[src/rtl/key_fifo.sv]
`default_nettype none
// +--------------------------------------------------------------------------+
// | key_fifo: synchronise and debounce encoder key presses into a small FIFO |
// | Revision: 1.0                                                            |
// +--------------------------------------------------------------------------+
module key_fifo #(
  parameter int DEBOUNCE_CYCLES = 500000,
  parameter int DEPTH           = 4
) (
  input  logic                     clk,
  input  logic                     rst_n,
  input  logic                     key_in,
  input  logic [3:0]               key_val,
  input  logic                     out_ready,
  input  logic                     clr_ovf,
  output logic                     out_valid,
  output logic [3:0]               out_data,
  output logic [$clog2(DEPTH):0]   level,
  output logic                     overflow
);

  localparam int CW = $clog2(DEBOUNCE_CYCLES + 1);
  localparam int AW = $clog2(DEPTH);
  localparam logic [CW-1:0] CNT_LAST = CW'(DEBOUNCE_CYCLES - 1);
  localparam logic [CW-1:0] CNT_ONE  = CW'(1);
  localparam logic [AW:0]   LVL_FULL = (AW + 1)'(DEPTH);

  typedef enum logic [1:0] {
    IDLE       = 2'd0,
    PRESS_WAIT = 2'd1,
    HELD       = 2'd2,
    REL_WAIT   = 2'd3
  } state_t;

  logic          in_meta_q, in_sync_q;
  logic [3:0]    val_meta_q, val_sync_q;

  state_t        state_q, state_d;
  logic [CW-1:0] cnt_q, cnt_d;
  logic [3:0]    cap_q, cap_d;
  logic          push;

  logic [3:0]    mem_q [DEPTH];
  logic [AW-1:0] wr_ptr_q, rd_ptr_q;
  logic [AW:0]   level_q;
  logic          ovf_q;
  logic          pop, full, wr_en, drop;

  // Two-flop synchronisers; key_val is only sampled once key_in agrees with it
  // for the whole debounce window, so bit-skew across the bus is harmless.
  always_ff @(posedge clk or negedge rst_n) begin
    if (!rst_n) begin
      in_meta_q  <= 1'b0;
      in_sync_q  <= 1'b0;
      val_meta_q <= 4'h0;
      val_sync_q <= 4'h0;
    end else begin
      in_meta_q  <= key_in;
      in_sync_q  <= in_meta_q;
      val_meta_q <= key_val;
      val_sync_q <= val_meta_q;
    end
  end

  always_ff @(posedge clk or negedge rst_n) begin
    if (!rst_n) begin
      state_q <= IDLE;
      cnt_q   <= '0;
      cap_q   <= 4'h0;
    end else begin
      state_q <= state_d;
      cnt_q   <= cnt_d;
      cap_q   <= cap_d;
    end
  end

  always_comb begin
    state_d = state_q;
    cnt_d   = cnt_q;
    cap_d   = cap_q;
    push    = 1'b0;
    case (state_q)
      IDLE: begin
        if (in_sync_q) begin
          cap_d   = val_sync_q;
          cnt_d   = CNT_ONE;
          state_d = PRESS_WAIT;
        end
      end
      PRESS_WAIT: begin
        if (!in_sync_q) begin
          cnt_d   = '0;
          state_d = IDLE;
        end else if (val_sync_q != cap_q) begin
          cap_d = val_sync_q;
          cnt_d = CNT_ONE;
        end else if (cnt_q == CNT_LAST) begin
          push    = 1'b1;
          cnt_d   = '0;
          state_d = HELD;
        end else begin
          cnt_d = cnt_q + 1'b1;
        end
      end
      HELD: begin
        // Code changes while held are ignored: a new event needs a full release.
        if (!in_sync_q) begin
          cnt_d   = CNT_ONE;
          state_d = REL_WAIT;
        end
      end
      REL_WAIT: begin
        if (in_sync_q) begin
          cnt_d   = '0;
          state_d = HELD;
        end else if (cnt_q == CNT_LAST) begin
          cnt_d   = '0;
          state_d = IDLE;
        end else begin
          cnt_d = cnt_q + 1'b1;
        end
      end
      default: begin
        cnt_d   = '0;
        state_d = IDLE;
      end
    endcase
  end

  assign pop   = out_valid && out_ready;
  assign full  = (level_q == LVL_FULL);
  assign wr_en = push && (!full || pop);
  assign drop  = push && full && !pop;

  always_ff @(posedge clk or negedge rst_n) begin
    if (!rst_n) begin
      for (int i = 0; i < DEPTH; i++) begin
        mem_q[i] <= 4'h0;
      end
      wr_ptr_q <= '0;
      rd_ptr_q <= '0;
      level_q  <= '0;
      ovf_q    <= 1'b0;
    end else begin
      if (wr_en) begin
        mem_q[wr_ptr_q] <= cap_q;
        wr_ptr_q        <= wr_ptr_q + 1'b1;
      end
      if (pop) begin
        rd_ptr_q <= rd_ptr_q + 1'b1;
      end
      case ({wr_en, pop})
        2'b10:   level_q <= level_q + 1'b1;
        2'b01:   level_q <= level_q - 1'b1;
        default: level_q <= level_q;
      endcase
      // A drop in the same cycle as a clear wins, so no lost press goes unflagged.
      if (drop) begin
        ovf_q <= 1'b1;
      end else if (clr_ovf) begin
        ovf_q <= 1'b0;
      end
    end
  end

  assign out_valid = (level_q != '0);
  assign out_data  = mem_q[rd_ptr_q];
  assign level     = level_q;
  assign overflow  = ovf_q;

endmodule
`default_nettype wire
[config.mk]
export PLATFORM = sky130hd
export DESIGN_NAME = key_fifo
export DESIGN_NICKNAME = d
export VERILOG_FILES = /design/src/rtl/key_fifo.sv
export SDC_FILE = /design/constraint.sdc
export NUM_CORES = 1
export LEC_CHECK = 0
export ABC_AREA = 1
export CORE_UTILIZATION = 65
export CTS_BUF_LIST = sky130_fd_sc_hd__clkbuf_8
export DETAILED_ROUTE_END_ITERATION = 10
export PLACE_DENSITY = 0.85
export SYNTH_ARGS = -nofsm -noshare
export SYNTH_HDL_FRONTEND = slang
export SYNTH_SLANG_ARGS = --single-unit
export TNS_END_PERCENT = 5
[constraint.sdc]
create_clock -name clk -period 5.3 [get_ports clk]
set_clock_uncertainty 0.05 [all_clocks]
set_input_delay 1.59 -clock clk [delete_from_list [all_inputs] [get_ports clk]]
set_output_delay 1.59 -clock clk [all_outputs]
set_load 0.01 [all_outputs]
# After elaboration in Yosys (flattened, before gate mapping)
# Index checks and enable logic that the tools add are counted.
dict set report totals {
  word_cells 88
  reg_bits 59
  output_inout_bits 9
}
dict set report classes {
  magnitude_cmp 3
  add_sub_neg 5
  reduce_logical 16
  n_eq_ne 15
  muxes 32
  bitwise_logic 2
}
# op n
set op_table {}
lappend op_table {{19-bit 2-to-1 mux} 6}
lappend op_table {{19-bit one-hot mux with 4 select lines} 1}
lappend op_table {{4-bit 2-to-1 mux} 6}
lappend op_table {{19-bit by 1-bit adder with 19-bit output (second input constant)} 1}
lappend op_table {{19-bit equality test (second input constant)} 1}
lappend op_table {{16-bit bitwise mux} 1}
lappend op_table {{2-bit 2-to-1 mux} 7}
lappend op_table {{3-bit inequality test (second input constant)} 3}
lappend op_table {{4-bit binary-select mux with 2-bit select} 1}
lappend op_table {{4-bit demux with 2-bit select} 1}
lappend op_table {{2-bit inequality test (second input constant)} 4}
lappend op_table {{2-bit one-hot mux with 4 select lines} 1}
lappend op_table {{4-bit one-hot mux with 2 select lines} 1}
lappend op_table {{2-bit equality test (second input constant)} 3}
lappend op_table {{3-bit >= comparator (second input constant)} 2}
lappend op_table {{1-bit 2-to-1 mux} 6}
lappend op_table {{2-bit inverter with 3-bit output} 2}
lappend op_table {{3-bit one-hot mux with 2 select lines} 1}
lappend op_table {{2-bit nonzero test} 3}
lappend op_table {{1-bit logical AND} 5}
lappend op_table {{5-bit AND reduction} 1}
lappend op_table {{2-bit by 1-bit adder with 2-bit output (second input constant)} 2}
lappend op_table {{2-bit by 1-bit equality test with 1-bit output (second input constant)} 2}
lappend op_table {{4-bit inequality test} 1}
lappend op_table {{10 further kinds} 11}

# Longest topological paths before layout
dict set report depth {
  ltp_word 8
  depth_mapped 14
  depth_no_buf 13
}

# Least setup slack after synthesis
# OpenSTA, ideal clock, no wires.
dict set report synth_path {
  path_type {input-to-reg}
  start {input out_ready}
  end {register level_q[2] (netlist: level[2])}
  arrival_ps 2989
  path_stages 10
  setup_slack_ps 2130
  cell_sequence {inv_1 > nand3_1 > clkbuf_4 > nand2_4 > ha_1 > inv_1 > fa_1 > a21oi_1 > o21ai_0 > xor2_1}
}
dict set report synth_between {
  elab_chain_cells 5
  word_cells_on_any_way 7
}
# element line
set synth_lines {}
lappend synth_lines {{start: declaration} 14} ;# input logic out_ready,
lappend synth_lines {{1-bit logical AND *} 130} ;# assign pop = out_valid && out_ready;
lappend synth_lines {{1-bit logical OR} 132} ;# assign wr_en = push && (!full || pop);
lappend synth_lines {{1-bit logical AND} 132}
lappend synth_lines {{2-bit by 1-bit equality test with 1-bit output or 2-bit equality test (tied branches)} 152} ;# case ({wr_en, pop})
lappend synth_lines {{3-bit one-hot mux with 2 select lines or 2-bit nonzero test (tied branches)} -}
lappend synth_lines {{end signal: assignment} 153} ;# 2'b10: level_q <= level_q + 1'b1;
lappend synth_lines {{end signal: assignment} 154} ;# 2'b01: level_q <= level_q - 1'b1;
lappend synth_lines {{end signal: assignment} 155} ;# default: level_q <= level_q;
lappend synth_lines {{end: declaration} 45} ;# logic [AW:0] level_q;
# Mark *: on every way between the ends. The rest lies on a longest branch, timed or not.
# A chain may end at the register's enable or synchronous reset.

# Worst setup path after layout
dict set report layout_path {
  start {register rd_ptr_q[0]}
  end {output out_data[1]}
}
dict set report layout_between {
  elab_chain_cells 4
}
# element line
set layout_lines {}
lappend layout_lines {{start: declaration} 44} ;# logic [AW-1:0] wr_ptr_q, rd_ptr_q;
lappend layout_lines {{start signal: assignment} 150} ;# rd_ptr_q <= rd_ptr_q + 1'b1;
lappend layout_lines {{2-bit inverter with 3-bit output (implied by the code)} 167} ;# assign out_data = mem_q[rd_ptr_q];
lappend layout_lines {{4-bit binary-select mux with 2-bit select} 167}
lappend layout_lines {{4-bit 2-to-1 mux (implied by the code) (2 in series)} 167}
lappend layout_lines {{end: declaration} 17} ;# output logic [3:0] out_data,
# Every way passes these cells. The select of a mux whose other input is x is not followed.

==> results.cfg <==
[grt]
gr-usage-met3 = 0.0514
grt_pass1_vias = 2396
gr-usage-met2 = 0.425
grt_pass1_wl_mm = 10.6
grt.total_usage = 0.272
grt_max_degree = 40
grt.busiest_layer = met2
overflow = 0
met1_usage = 0.378
antenna_found_initial = 0

[clock_tree]
postCtsSetupBuffers = 0
cts_hold_buffers = 0
clockBufferDepth = 2
cts_sinks = 59
htree_levels = 3
cts_buffers = 9
clk_latency_ns = 0.34
cts_root_buffer = clkbuf_8
cts_tree = yes
clk_pin_slew_ns = 0.07
cts-resized-gates = 0

[synthesis]
synthMuxAreaShare = 0
ys_types = 28
ys_warn_count = 0
synthAdderAreaFrac = 0.0299
netlist_area_sq_mm = 0.00319
yosysSeqAreaShare = 0.463
postSynth.asyncResetShare = 1.00
synth_top_family_by_area = simple AND/OR/NAND/NOR gates
ys.flop_type = dfrtp_1
syn_nets = 402
syn_inst = 386
synth.avg_cell_area_sq_um = 8.25
synth_xor_area_frac = 0.0302
synth_edf_count = 0
synth-simple-area-share = 0.293
synth_compound_area_frac = 0.108
ys_seq_elements = 59

[cells_and_area]
nFillCells = 340
drive_above_1_share = 0.128
area_delta_synth_final_pct = 13.4
diodes = 0
nets = 425

[die]
fp.dieW_microns = 72.0
io_pins = 18
initial_core_util = 0.674
core_area_sq_mm = 0.00472
dieArea_sq_mm = 0.00518
die_h_microns = 72.0
floorplan.rows = 25

[worst_setup_path]
worst_path_largest_cell_delay_ns = 0.56
rr_worst_depth = 10
worstReg2RegEnd = level[1]
cp-startpoint = rd_ptr_q[0]
worst_ep_arrival_time_ns = 1.85
path_max_fanout = 11
criticalPathCategory = register to primary output
cp_slowest_cell = clkdlybuf4s50_1
ff2ff_setup_slack_ns = 2.75
path_cells = inv_1 > nor2_1 > o22ai_1 > clkdlybuf4s50_1
rr_startpoint = cnt_q[1]
crit_end = out_data[1]
critPathCaptureType = primary output
cp-start-kind = register
worstPathRequired_ns = 3.66

[power_and_ir_drop]
p_leak_nw = 1.65
powerDensity_mw_per_mm2 = 403
ir_drop_uv = 244
p_total_mw = 1.45

[timing]
max_freq_mhz = 287
fin_tns_setup_ns = 0
relSlewSlack = 0.484
hold_viol = 0
fin_crit_ns = 3.49
drv_slew = 0
setup_violations = 0
worst_slew_pin_slew_ns = 0.771
timing.final.crit_share = 0.658
rsz0062_at_grt = no

[detailed_routing]
wl_mm = 6.47
avgViaCountPerCell = 5.55
via_count = 2666
firstDrtPassIters = 5
ant_nets = 0
drt-initial-drc-count = 263
drc = 0
post_drt_wl_per_cell_microns = 13.5

[outcome]
status = completed

[place]
numPortBuffers = 17
hpwl_mm = 4.66
place_congestion = 0.870

[job]
max_cap_violations = 0

[hold_path]
hp-class = register to register
==> cell type report <==
cell class	count	area, sq um	area share
clock inverters	5	77.6	0.0215
well taps	67	83.8	0.0232
flip-flops and latches	59	1480	0.409
inverters	50	188	0.0520
multi-input cells	270	1470	0.406
clock buffers	10	138	0.0381
repair buffers	19	180	0.0499
==> metrics by stage <==
step / utilization / hold slack [ns] / setup slack (ns) / cells / instance area (sq um)
4_1_cts: 0.765 / 0.310 / 1.81 / 480 / 3610
3_5_place_dp: 0.719 / 0.289 / 1.62 / 465 / 3400
2_1_floorplan: - / 0.281 / 2.13 / 386 / 3190
5_1_grt: 0.765 / 0.314 / 1.70 / 480 / 3610
6_report: 0.765 / 0.306 / 1.81 / 480 / 3610
3_3_place_gp: 0.719 / 0.284 / 1.72 / 465 / 3400
==> registers in the layout, indices dropped and copies added (netlist names), named ones only <==
| signal | cells |
|---|---|
| val_meta_q | 4 |
| overflow | 1 |
| mem_q | 16 |
| cnt_q | 19 |
| in_sync_q | 1 |
| level | 3 |
| in_meta_q | 1 |
| cap_q | 4 |
| rd_ptr_q | 2 |
| wr_ptr_q | 2 |
| val_sync_q | 4 |
| state_q | 1 |
==> synth_stat cells, types with 3 or more instances <==
master,number,area share
nand2_1,107,0.13
dfrtp_1,59,0.46
inv_1,45,0.053
nor2_1,38,0.045
nand4_1,26,0.051
o21ai_0,25,0.039
nand3_1,17,0.027
o22ai_2,11,0.043
xor2_1,9,0.025
ha_1,6,0.024
inv_2,5,0.0059
nor2_2,5,0.0098
nand2_2,4,0.0079
o22ai_1,4,0.0079
a21oi_1,3,0.0047
buf_6,3,0.011
nor2_4,3,0.011
==> layout by cell type, fill, tap and decap left out, drive strengths merged <==
cell           count
fa                 1
clkinvlp           1
o22ai             15
ha                 6
xnor2              2
nand2            113
nand3             19
dfrtp             59
clkbuf            10
a21oi              4
clkdlybuf4s50     16
o21bai             2
nor2              46
clkinv             2
bufinv             2
xor2               9
nand4             26
inv               50
buf                3
o21ai             27
==> kinds of logic after synthesis <==
group,after synthesis
AND/OR/NAND/NOR,204
flip-flops,59
buffers and inverters,57
AO/OA/AOI/OAI,48
XOR/XNOR,11
adder cells (fa/ha/maj),7
==> worst min-delay path by stage <==
stage	endpoint	cells past startpoint	start	slack [ns]
2_1_floorplan	in_sync_q	0	in_meta_q	0.28
3_3_place_gp	in_sync_q	0	in_meta_q	0.28
3_5_place_dp	in_sync_q	0	in_meta_q	0.29
4_1_cts	val_sync_q[2]	0	val_meta_q[2]	0.31
5_1_grt	val_sync_q[0]	0	val_meta_q[0]	0.31
6_report	val_sync_q[3]	0	val_meta_q[3]	0.31
==> routing by layer <==
metal  vias to the layer above  share of wire
met5                         -              0
met4                         0          0.017
met3                        17          0.054
met2                        96           0.47
met1                      1253           0.46
li1                       1300              -
==> report_power, final <==
part	internal (mW)	switching [mW]
sequential	0.506	0.0835
clock	0.273	0.175
combinational	0.166	0.252
==> worst max-delay path: cells and delay by family (launching register included) <==
kind / cells / cell delay (ns)
AO/OA/AOI/OAI: 1 / 0.17
buffers and inverters: 2 / 0.78
AND/OR/NAND/NOR: 1 / 0.06
flip-flops: 1 / 0.50
Note: power is estimated with default switching activity, not from simulation.
